$ cat src/rtl/gpio_pad_bank_ctrl.sv
// gpio_pad_bank_ctrl
//
// Controller for a bank of NUM_PINS sky130 GPIOv2 pad cells. It powers the pad
// high-voltage domain up in three timed steps and then passes the registered
// per-pin configuration through to the pads. It can freeze the pads in a hold
// state on request. It also synchronises the pad inputs and raises sticky
// per-pin edge interrupts.
//
// Optional feature: define GPIO_PAD_BANK_DEBOUNCE_EN to insert a per-pin
// debounce filter between the synchroniser and gpio_in.
//
// Ports
//   clock, reset_n       bank clock, async active-low reset
//   cfg_out/oe/dm        per-pin output value, output enable, drive mode (3b/pin)
//   cfg_inp_dis          per-pin input buffer disable
//   cfg_irq_rise/fall    per-pin edge interrupt enables
//   irq_clr              write-1-to-clear pulse for irq_status
//   hold_req             request pad hold (freeze)
//   pad_in               pad IN outputs
//   pad_out/oe_n/dm/inp_dis   per-pin pad controls
//   pad_enable_h, pad_enable_inp_h, pad_hld_h_n   shared pad HV controls
//   gpio_in              synchronised (optionally debounced) inputs
//   irq_status, irq      sticky edge flags and their OR
//   ready                bank operational
//
// state    | meaning
// ---------+-----------------------------------------------------------
// OFF      | just out of reset, all HV enables low
// EN_H     | pad_enable_h high, waiting PWR_DELAY cycles
// EN_INP   | pad_enable_inp_h high as well, waiting PWR_DELAY cycles
// RELEASE  | pad_hld_h_n released, waiting PWR_DELAY cycles
// READY    | configuration passes through to the pads
// HOLD     | pad_hld_h_n low, pad controls frozen

module gpio_pad_bank_ctrl #(
  parameter int NUM_PINS        = 8,
  parameter int SYNC_STAGES     = 2,
  parameter int PWR_DELAY       = 16,
  parameter int DEBOUNCE_CYCLES = 4
) (
  input  logic                  clock,
  input  logic                  reset_n,
  input  logic [NUM_PINS-1:0]   cfg_out,
  input  logic [NUM_PINS-1:0]   cfg_oe,
  input  logic [3*NUM_PINS-1:0] cfg_dm,
  input  logic [NUM_PINS-1:0]   cfg_inp_dis,
  input  logic [NUM_PINS-1:0]   cfg_irq_rise,
  input  logic [NUM_PINS-1:0]   cfg_irq_fall,
  input  logic [NUM_PINS-1:0]   irq_clr,
  input  logic                  hold_req,
  input  logic [NUM_PINS-1:0]   pad_in,
  output logic [NUM_PINS-1:0]   pad_out,
  output logic [NUM_PINS-1:0]   pad_oe_n,
  output logic [NUM_PINS-1:0]   pad_inp_dis,
  output logic [3*NUM_PINS-1:0] pad_dm,
  output logic                  pad_enable_h,
  output logic                  pad_enable_inp_h,
  output logic                  pad_hld_h_n,
  output logic [NUM_PINS-1:0]   gpio_in,
  output logic [NUM_PINS-1:0]   irq_status,
  output logic                  irq,
  output logic                  ready
);

  typedef enum logic [2:0] {
    ST_OFF,
    ST_EN_H,
    ST_EN_INP,
    ST_RELEASE,
    ST_READY,
    ST_HOLD
  } state_t;

  localparam logic [7:0]            DLY_LOAD = 8'(PWR_DELAY - 1);
  localparam logic [3*NUM_PINS-1:0] DM_SAFE  = {NUM_PINS{3'b001}};

  state_t              state, state_next;
  logic [7:0]          dly_cnt, dly_cnt_next;
  logic                active;
  logic [NUM_PINS-1:0] sync_q [SYNC_STAGES];
  logic [NUM_PINS-1:0] sync_out;
  logic [NUM_PINS-1:0] prev_q;
  logic                armed_q;
  logic [NUM_PINS-1:0] edge_set;

  // Power-up sequencer
  always_ff @(posedge clock or negedge reset_n) begin
    if (!reset_n) begin
      state   <= ST_OFF;
      dly_cnt <= '0;
    end else begin
      state   <= state_next;
      dly_cnt <= dly_cnt_next;
    end
  end

  always_comb begin
    state_next       = state;
    dly_cnt_next     = dly_cnt;
    pad_enable_h     = 1'b0;
    pad_enable_inp_h = 1'b0;
    pad_hld_h_n      = 1'b0;
    ready            = 1'b0;
    active           = 1'b0;
    case (state)
      ST_OFF: begin
        state_next   = ST_EN_H;
        dly_cnt_next = DLY_LOAD;
      end
      ST_EN_H: begin
        pad_enable_h = 1'b1;
        if (dly_cnt == '0) begin
          state_next   = ST_EN_INP;
          dly_cnt_next = DLY_LOAD;
        end else begin
          dly_cnt_next = dly_cnt - 8'd1;
        end
      end
      ST_EN_INP: begin
        pad_enable_h     = 1'b1;
        pad_enable_inp_h = 1'b1;
        if (dly_cnt == '0) begin
          state_next   = ST_RELEASE;
          dly_cnt_next = DLY_LOAD;
        end else begin
          dly_cnt_next = dly_cnt - 8'd1;
        end
      end
      ST_RELEASE: begin
        pad_enable_h     = 1'b1;
        pad_enable_inp_h = 1'b1;
        pad_hld_h_n      = 1'b1;
        if (dly_cnt == '0) begin
          state_next = ST_READY;
        end else begin
          dly_cnt_next = dly_cnt - 8'd1;
        end
      end
      ST_READY: begin
        pad_enable_h     = 1'b1;
        pad_enable_inp_h = 1'b1;
        pad_hld_h_n      = 1'b1;
        ready            = 1'b1;
        active           = 1'b1;
        if (hold_req) state_next = ST_HOLD;
      end
      ST_HOLD: begin
        pad_enable_h     = 1'b1;
        pad_enable_inp_h = 1'b1;
        active           = 1'b1;
        if (!hold_req) state_next = ST_READY;
      end
      default: state_next = ST_OFF;
    endcase
  end

  // Pad controls are keyed on the next state so that READY entry and
  // HOLD release both see the configuration one cycle after it is applied.
  always_ff @(posedge clock or negedge reset_n) begin
    if (!reset_n) begin
      pad_out     <= '0;
      pad_oe_n    <= '1;
      pad_dm      <= DM_SAFE;
      pad_inp_dis <= '0;
    end else if (state_next == ST_READY) begin
      pad_out     <= cfg_out;
      pad_oe_n    <= ~cfg_oe;
      pad_dm      <= cfg_dm;
      pad_inp_dis <= cfg_inp_dis;
    end else if (state_next != ST_HOLD) begin
      pad_out     <= '0;
      pad_oe_n    <= '1;
      pad_dm      <= DM_SAFE;
      pad_inp_dis <= '0;
    end
  end

  // Input synchroniser
  always_ff @(posedge clock or negedge reset_n) begin
    if (!reset_n) begin
      for (int s = 0; s < SYNC_STAGES; s++) sync_q[s] <= '0;
    end else begin
      sync_q[0] <= pad_in;
      for (int s = 1; s < SYNC_STAGES; s++) sync_q[s] <= sync_q[s-1];
    end
  end

  assign sync_out = sync_q[SYNC_STAGES-1];

`ifdef GPIO_PAD_BANK_DEBOUNCE_EN
  localparam int                CNT_W    = $clog2(DEBOUNCE_CYCLES + 1);
  localparam logic [CNT_W-1:0] CNT_LAST = CNT_W'(DEBOUNCE_CYCLES - 1);
  localparam logic [CNT_W-1:0] CNT_MAX  = CNT_W'(DEBOUNCE_CYCLES);

  logic [CNT_W-1:0]    deb_cnt [NUM_PINS];
  logic [NUM_PINS-1:0] deb_q;

  // Counter restarts whenever the synchronised value agrees with the
  // filtered value; the update fires on the DEBOUNCE_CYCLES-th differing sample.
  always_ff @(posedge clock or negedge reset_n) begin
    if (!reset_n) begin
      deb_q <= '0;
      for (int i = 0; i < NUM_PINS; i++) deb_cnt[i] <= '0;
    end else begin
      for (int i = 0; i < NUM_PINS; i++) begin
        if (!active) begin
          deb_q[i]   <= 1'b0;
          deb_cnt[i] <= '0;
        end else if (cfg_inp_dis[i] || (sync_out[i] == deb_q[i])) begin
          deb_cnt[i] <= '0;
        end else if (deb_cnt[i] == CNT_LAST) begin
          deb_q[i]   <= sync_out[i];
          deb_cnt[i] <= '0;
        end else if (deb_cnt[i] != CNT_MAX) begin
          deb_cnt[i] <= deb_cnt[i] + 1'b1;
        end
      end
    end
  end

  assign gpio_in = deb_q;
`else
  // prev_q doubles as the held value for pins whose input buffer is disabled.
  always_comb begin
    gpio_in = '0;
    if (active) gpio_in = (cfg_inp_dis & prev_q) | (~cfg_inp_dis & sync_out);
  end
`endif

  // Edge detection: armed_q is low during the first active cycle, so the
  // jump of gpio_in from its forced-zero value on READY entry is not an edge.
  always_comb begin
    edge_set = '0;
    if (armed_q && active) begin
      edge_set = ((gpio_in & ~prev_q & cfg_irq_rise) |
                  (~gpio_in & prev_q & cfg_irq_fall)) & ~cfg_inp_dis;
    end
  end

  always_ff @(posedge clock or negedge reset_n) begin
    if (!reset_n) begin
      prev_q     <= '0;
      armed_q    <= 1'b0;
      irq_status <= '0;
    end else begin
      prev_q     <= gpio_in;
      armed_q    <= active;
      irq_status <= (irq_status & ~irq_clr) | edge_set;
    end
  end

  assign irq = |irq_status;

endmodule
$ cat config.mk
export PLATFORM = sky130hd
export DESIGN_NAME = gpio_pad_bank_ctrl
export DESIGN_NICKNAME = d
export VERILOG_FILES = /design/src/rtl/gpio_pad_bank_ctrl.sv
export SDC_FILE = /design/constraint.sdc
export NUM_CORES = 1
export LEC_CHECK = 0
export ABC_AREA = 1
export CAP_MARGIN = 20
export CORE_MARGIN = 2
export CORE_UTILIZATION = 40
export DETAILED_ROUTE_END_ITERATION = 8
export PLACE_DENSITY_LB_ADDON = 0.25
export SLEW_MARGIN = 5
export SYNTH_ARGS = -nofsm -noshare
export SYNTH_HDL_FRONTEND = slang
export SYNTH_SLANG_ARGS = --single-unit
export TNS_END_PERCENT = 1
$ cat constraint.sdc
create_clock -name clock -period 1.7 [get_ports clock]
set_clock_uncertainty 0.05 [all_clocks]
set_input_delay 0.34 -clock clock [delete_from_list [all_inputs] [get_ports clock]]
set_output_delay 0.34 -clock clock [all_outputs]
set_load 0.01 [all_outputs]
Yosys cells after proc, flatten, opt, wreduce, memory -nomap -nowiden
Index checks and enable logic that the tools add are counted.
Word-level totals
  bits in registers: 92
  latch bits: 0
  memory bits (writable): 0
  ROM bits: 0
  input port bits: 83
  output and inout bits: 69
  word-level logic and storage cells: 71
  memories: 0
Operators by class
  add/subtract/negate cells: 1
  multiply operators: 0
  div/mod/pow operators: 0
  magnitude comparators: 0
  equality and inequality tests: 8
  shift-type cells: 0
  mux-type cells: 23
  bitwise logic cells: 16
  reduce and logical (&&, ||, !) cells: 12
Operators by type and width (number)
  two-way mux 8 bit: 9
  AND 8 bit: 8
  two-way mux 24 bit: 2
  NOT 8 bit: 5
  bitwise OR 8 bit: 3
  one-hot mux 8 bit (3 select lines): 1
  one-hot mux 3 bit (6 select lines): 1
  two-way mux 3 bit: 5
  equality test 3 bit, second input constant: 3
  zero test 8 bit: 1
  OR reduction 8 bit: 1
  subtractor 8 x 1 -> 8 bit, second input constant: 1
  equality test 3 x 2 -> 1 bit, second input constant: 2
  OR reduction 2 bit: 3
  two-way mux 1 bit: 5
  OR reduction 5 bit: 1
  OR reduction 4 bit: 1
  equality test 3 x 1 -> 1 bit, second input constant: 1
  zero test 3 bit: 1
  != test 3 bit, second input constant: 1
  nonzero test 3 bit: 1
  != test 2 bit, second input constant: 1
  AND reduction 2 bit: 1
  nonzero test 2 bit: 1
  logical AND 1 bit: 1

Depth between registers and ports, before layout
  depth after elaboration: 11
  depth in mapped cells: 11
  depth with buffers taken out: 11

Worst setup path after synthesis
OpenSTA, ideal clock, no wires.
  path kind: flip-flop to flip-flop
  from: reg dly_cnt[0]
  to: reg pad_dm[10]
  library setup time: 65 ps
  arrival: 1426 ps
  data required time: 1585 ps
  slack: 159 ps
  stages on the path, launching flop included: 11
  buffers on the path: 2
  period minus slack after synthesis: 1541 ps
  cells stage by stage: dfrtp_1 > inv_1 > ha_1 > nand2_1 > nor2_2 > nand3_1 > nand2_2 > buf_6 > buf_6 > nand4_1 > nand2_1
Between the ends
  word-level cells in the longest chain between the ends: 5
  elaborated cells between the ends (all ways): 9
  classes of those cells: 2 x eq/ne; 5 x mux; 2 x reduce/logical
RTL lines
  start, declared: line 78  | logic [7:0] dly_cnt, dly_cnt_next;
  start signal, assigned: line 93  | dly_cnt <= dly_cnt_next;
  zero test 8 bit *: line 112, 122, 133
  two-way mux 3 bit (on tied branches): line 133, 112, 122
  one-hot mux 3 bit (6 select lines) *: line 105  | case (state)
  equality test 3 bit / != test 3 bit (equally long branches): line 165, 170
  two-way mux 24 bit / nonzero test 2 bit (equally long branches)
  end signal, assigned: line 168  | pad_dm <= cfg_dm;
  end, declared: line 55  | output logic [3*NUM_PINS-1:0] pad_dm,
Every way passes the cells marked *; elsewhere a longest branch is shown, timed or not.
A chain may end at the register's enable or synchronous reset.

Worst setup path in the final report
  from: reg state[2]
  to: out pad_enable_inp_h
Between the ends
  word-level cells in the longest chain between the ends: 3
  elaborated cells between the ends (all ways): 6
  classes of those cells: 4 x eq/ne; 1 x mux; 1 x reduce/logical
RTL lines
  start, declared: line 77  | state_t state, state_next;
  start signal, assigned: line 92  | state <= state_next;
  equality test 3 bit / equality test 3 x 2 -> 1 bit (equally long branches): line 105
  OR reduction 4 bit (no source line) *
  two-way mux 1 bit *: line 105
  end, declared: line 57  | output logic pad_enable_inp_h,
Marked as above.

==> results by group <==
Clock tree
  • CTS tree: done
  • Sinks on Clock Net: 92
  • Reg clk slew, reported paths: 100 ps
  • H-tree Lvls: 3
  • CTS max path bufs: 2
  • CTS buffer count: 9
  • Worst skew pair latency: 360 ps
  • CTS root buffer: clkbuf_8

Critical path
  • Data arrival, critical path: approximately 1400 ps
  • FF-to-FF End: pad_out[6]
  • Slowest CP cell: dfrtp_1
  • Top Family by Delay on Critical Path: buffers and inverters
  • R2R depth: 9
  • FF-to-FF setup slack: 10 ps
  • Worst Path Max Fanout: 10
  • Reg2reg start: dly_cnt[0]
  • CP peak stage delay: 400 ps
  • CP most frequent cell: nand2_1
  • Crit path capture type: output port
  • CP cell instances: inv_2 > buf_6 > nand2_1 > nand2_1 > clkdlybuf4s15_2
  • CP startpoint kind: flop
  • WP data required: 1310 ps
  • WS Path Type: flop to output port
  • CP bufs+invs: 3

STA
  • Final min period: approximately 1800 ps
  • Slew Viols, Final: 0
  • Slew margin rel.: 80.95%
  • Fin crit share: 104.3%
  • Fin. Hold Viols: 0
  • RSZ-0062 raised after global routing: true
  • Final WS setup: -73.69 ps
  • Slew @ Worst Pin: 285.8 ps
  • Peak Freq: between 500 and 600 MHz
  • Finish-stage setup viols: 10

Drt
  • Routed Antenna Nets: 0
  • Vias per Instance: a little under 5
  • Drt initial violations: 190
  • Pre-antenna DRT Iters: 4
  • Drt drc: 0
  • Vias: ~3,800
  • Per-cell routed wire length: roughly 14 um
  • Routed wire length: 11,450 um

Synth
  • Post-Syn Area: between 0.004 and 0.005 sq mm
  • Synth cell count leaders: 118 x nand2_1, 76 x dfrtp_1, 64 x inv_1
  • Synth top area share: 45.87%
  • Synth cell types: 27
  • Syn. warnings: 0
  • Syn_area_per_cell: between 8 and 9 sq um
  • EDFF count, synth: 0
  • Area leader, netlist: dfrtp_1
  • Post-synth ARST share: 100.0%
  • Sequential-to-total area share from yosys stat: between 50% and 60%
  • Most numerous cell in the Yosys netlist: nand2_1
  • Post-synthesis net count: about 550
  • Top post-synthesis cells by area: dfrtp_1 46%, nand2_1 11%, dfstp_2 10%
  • Seq cells post-synth: between 90 and 100
  • Synth Flop Type: dfrtp_1
  • Gate count after technology mapping: roughly 460

Floorplan
  • Initial core utilization: between 40 and 50%
  • I/O pins: between 150 and 200
  • Rows: 37
  • Die ar.: between 0.01 and 0.015 sq mm
  • Core Area: 0.01018 sq mm
  • Die height: roughly 110 um
  • Die W: approximately 110 um

Power
  • Total power after layout: between 4 and 5 mW
  • Peak supply drop: 0.3673 mV
  • Clock power frac: between 30% and 40%
  • Pwr Density: around 770 mW/mm^2
  • Leak Pwr: about 3.2 nW
  • Pint: between 3 and 4 mW
  • Net Sw Frac: between 20% and 30%
  • Reg power frac: 49.7%
  • Psw: roughly 1.3 mW
  • Logic pwr share: approximately a fifth

Worst hold path
  • Worst Hold End: sync_out[6]
  • Hold Startpoint: sync_q[14]
  • Min-Delay Path Class: flop to flop
  • Hold Path Depth: 0

Global routing
  • Total gr overflow: 0
  • GRT Total Usage: between 20 and 25%
  • Global-route wire length before repair: between 15,000 and 20,000 um
  • Vias in the first global route: slightly below 4,000
  • Largest net degree at the start of global routing: 54
  • Initial antenna violation count: 0

Placement
  • Final GP Congestion: around 0.89
  • Number of I/O port buffers: 151
  • Post-DP HPWL: 8411 um
  • Placement-stage cell area: 0.006047 sq mm
  • Dpl ws: -449.9 ps

Final layout
  • Area added between synthesis and finish: 54.19%
  • Finished Cell Area: 0.006394 sq mm
  • Layout cells sized above 1: around 22%
  • Ant. Diodes: 0
  • Final #Nets: 737
  • Final core utilization: 62.78%

Run
  • Max-Cap Viols: 0

Status
  • Status: finished with violations
  • Failing checks: negative setup slack
==> cell families after synthesis <==
group | synth area share, %
compound gates | 2.384
buf+inv | 10.26
simple gates | 30.54
flops | 56.00
xor+xnor | 0.2113
fa+ha+maj | 0.6034
==> worst max path at each step <==
stage,start,end,slack [ps],cells past startpoint
2_1_floorplan,dly_cnt[0],pad_dm[10],160,10
3_3_place_gp,cfg_inp_dis[2],gpio_in[2],-440,5
3_5_place_dp,cfg_inp_dis[2],gpio_in[2],-450,5
4_1_cts,irq_status[6],irq,-140,3
5_1_grt,state[1],gpio_in[4],-130,5
6_report,state[2],pad_enable_inp_h,-70,5
==> stage by stage <==
stage	hold WS [ps]	instances	setup TNS, ps
3_5_place_dp	193.8	772	-4235
5_1_grt	313.7	793	-4145
3_3_place_gp	193.6	772	-3725
6_report	299.7	793	-439.2
2_1_floorplan	-5.591	464	0
4_1_cts	304.4	791	-726.6
==> sequential cells by signal (all words and copies together), names as in the netlist, 8 cells and up <==
| signal | cells |
|---|---|
| dly_cnt | 8 |
| pad_dm | 24 |
| sync_out | 8 |
| pad_inp_dis | 8 |
| prev_q | 8 |
| pad_oe_n | 8 |
| pad_out | 8 |
| sync_q | 8 |
| irq_status | 8 |
==> layout by cell type (no fill, tap or decap), types with 4 or more instances in the layout <==
cell type	n
nand3_2	9
or2_2	7
o21ai_0	11
nand3b_1	8
dfstp_2	16
buf_4	38
nor2_1	11
clkbuf_8	11
buf_6	12
nand4_1	50
dlygate4sd2_1	27
dfrtp_1	75
nand2_1	116
buf_12	5
inv_2	14
inv_1	54
clkdlybuf4s50_1	107
nand3_1	25
o21ai_1	4
or2_0	16
==> power by group through the flow <==
stage / clock [mW] / combinational [mW] / sequential, mW
floorplan: 0 / 0.267 / 2.55
global placement: 0 / 0.979 / 2.49
detailed placement: 0 / 0.999 / 2.50
CTS: 1.56 / 0.980 / 2.46
global route: 1.64 / 1.07 / 2.48
finish: 1.51 / 0.978 / 2.46
==> area by class of cell <==
class	count	area, sq um
sequential	92	2323
multi-input combinational	281	1519
timing repair buffer	199	1912
clock inverter	3	46.29
tap	136	170.2
inverter	69	264.0
clock buffer	13	158.9
fill	851	3791
==> layer usage <==
metal | up-vias | wire (um) | track usage [%]
met1 | 1836 | 5036 | 26.98
met2 | 101 | 5655 | 34.84
met5 | - | 0 | 0
met3 | 12 | 600 | 3.711
li1 | 1884 | - | -
met4 | 0 | 159 | 7.049
==> what timing repair did <==
item	4_1_cts	5_1_grt
pin swaps	2	3
buffers inserted	2	2
endpoints found under the hold margin	17	0
endpoints found under the setup margin	63	70
hold buffers	1	0
gates resized for setup	102	30
No activity file was read; power rests on OpenSTA's default activity.
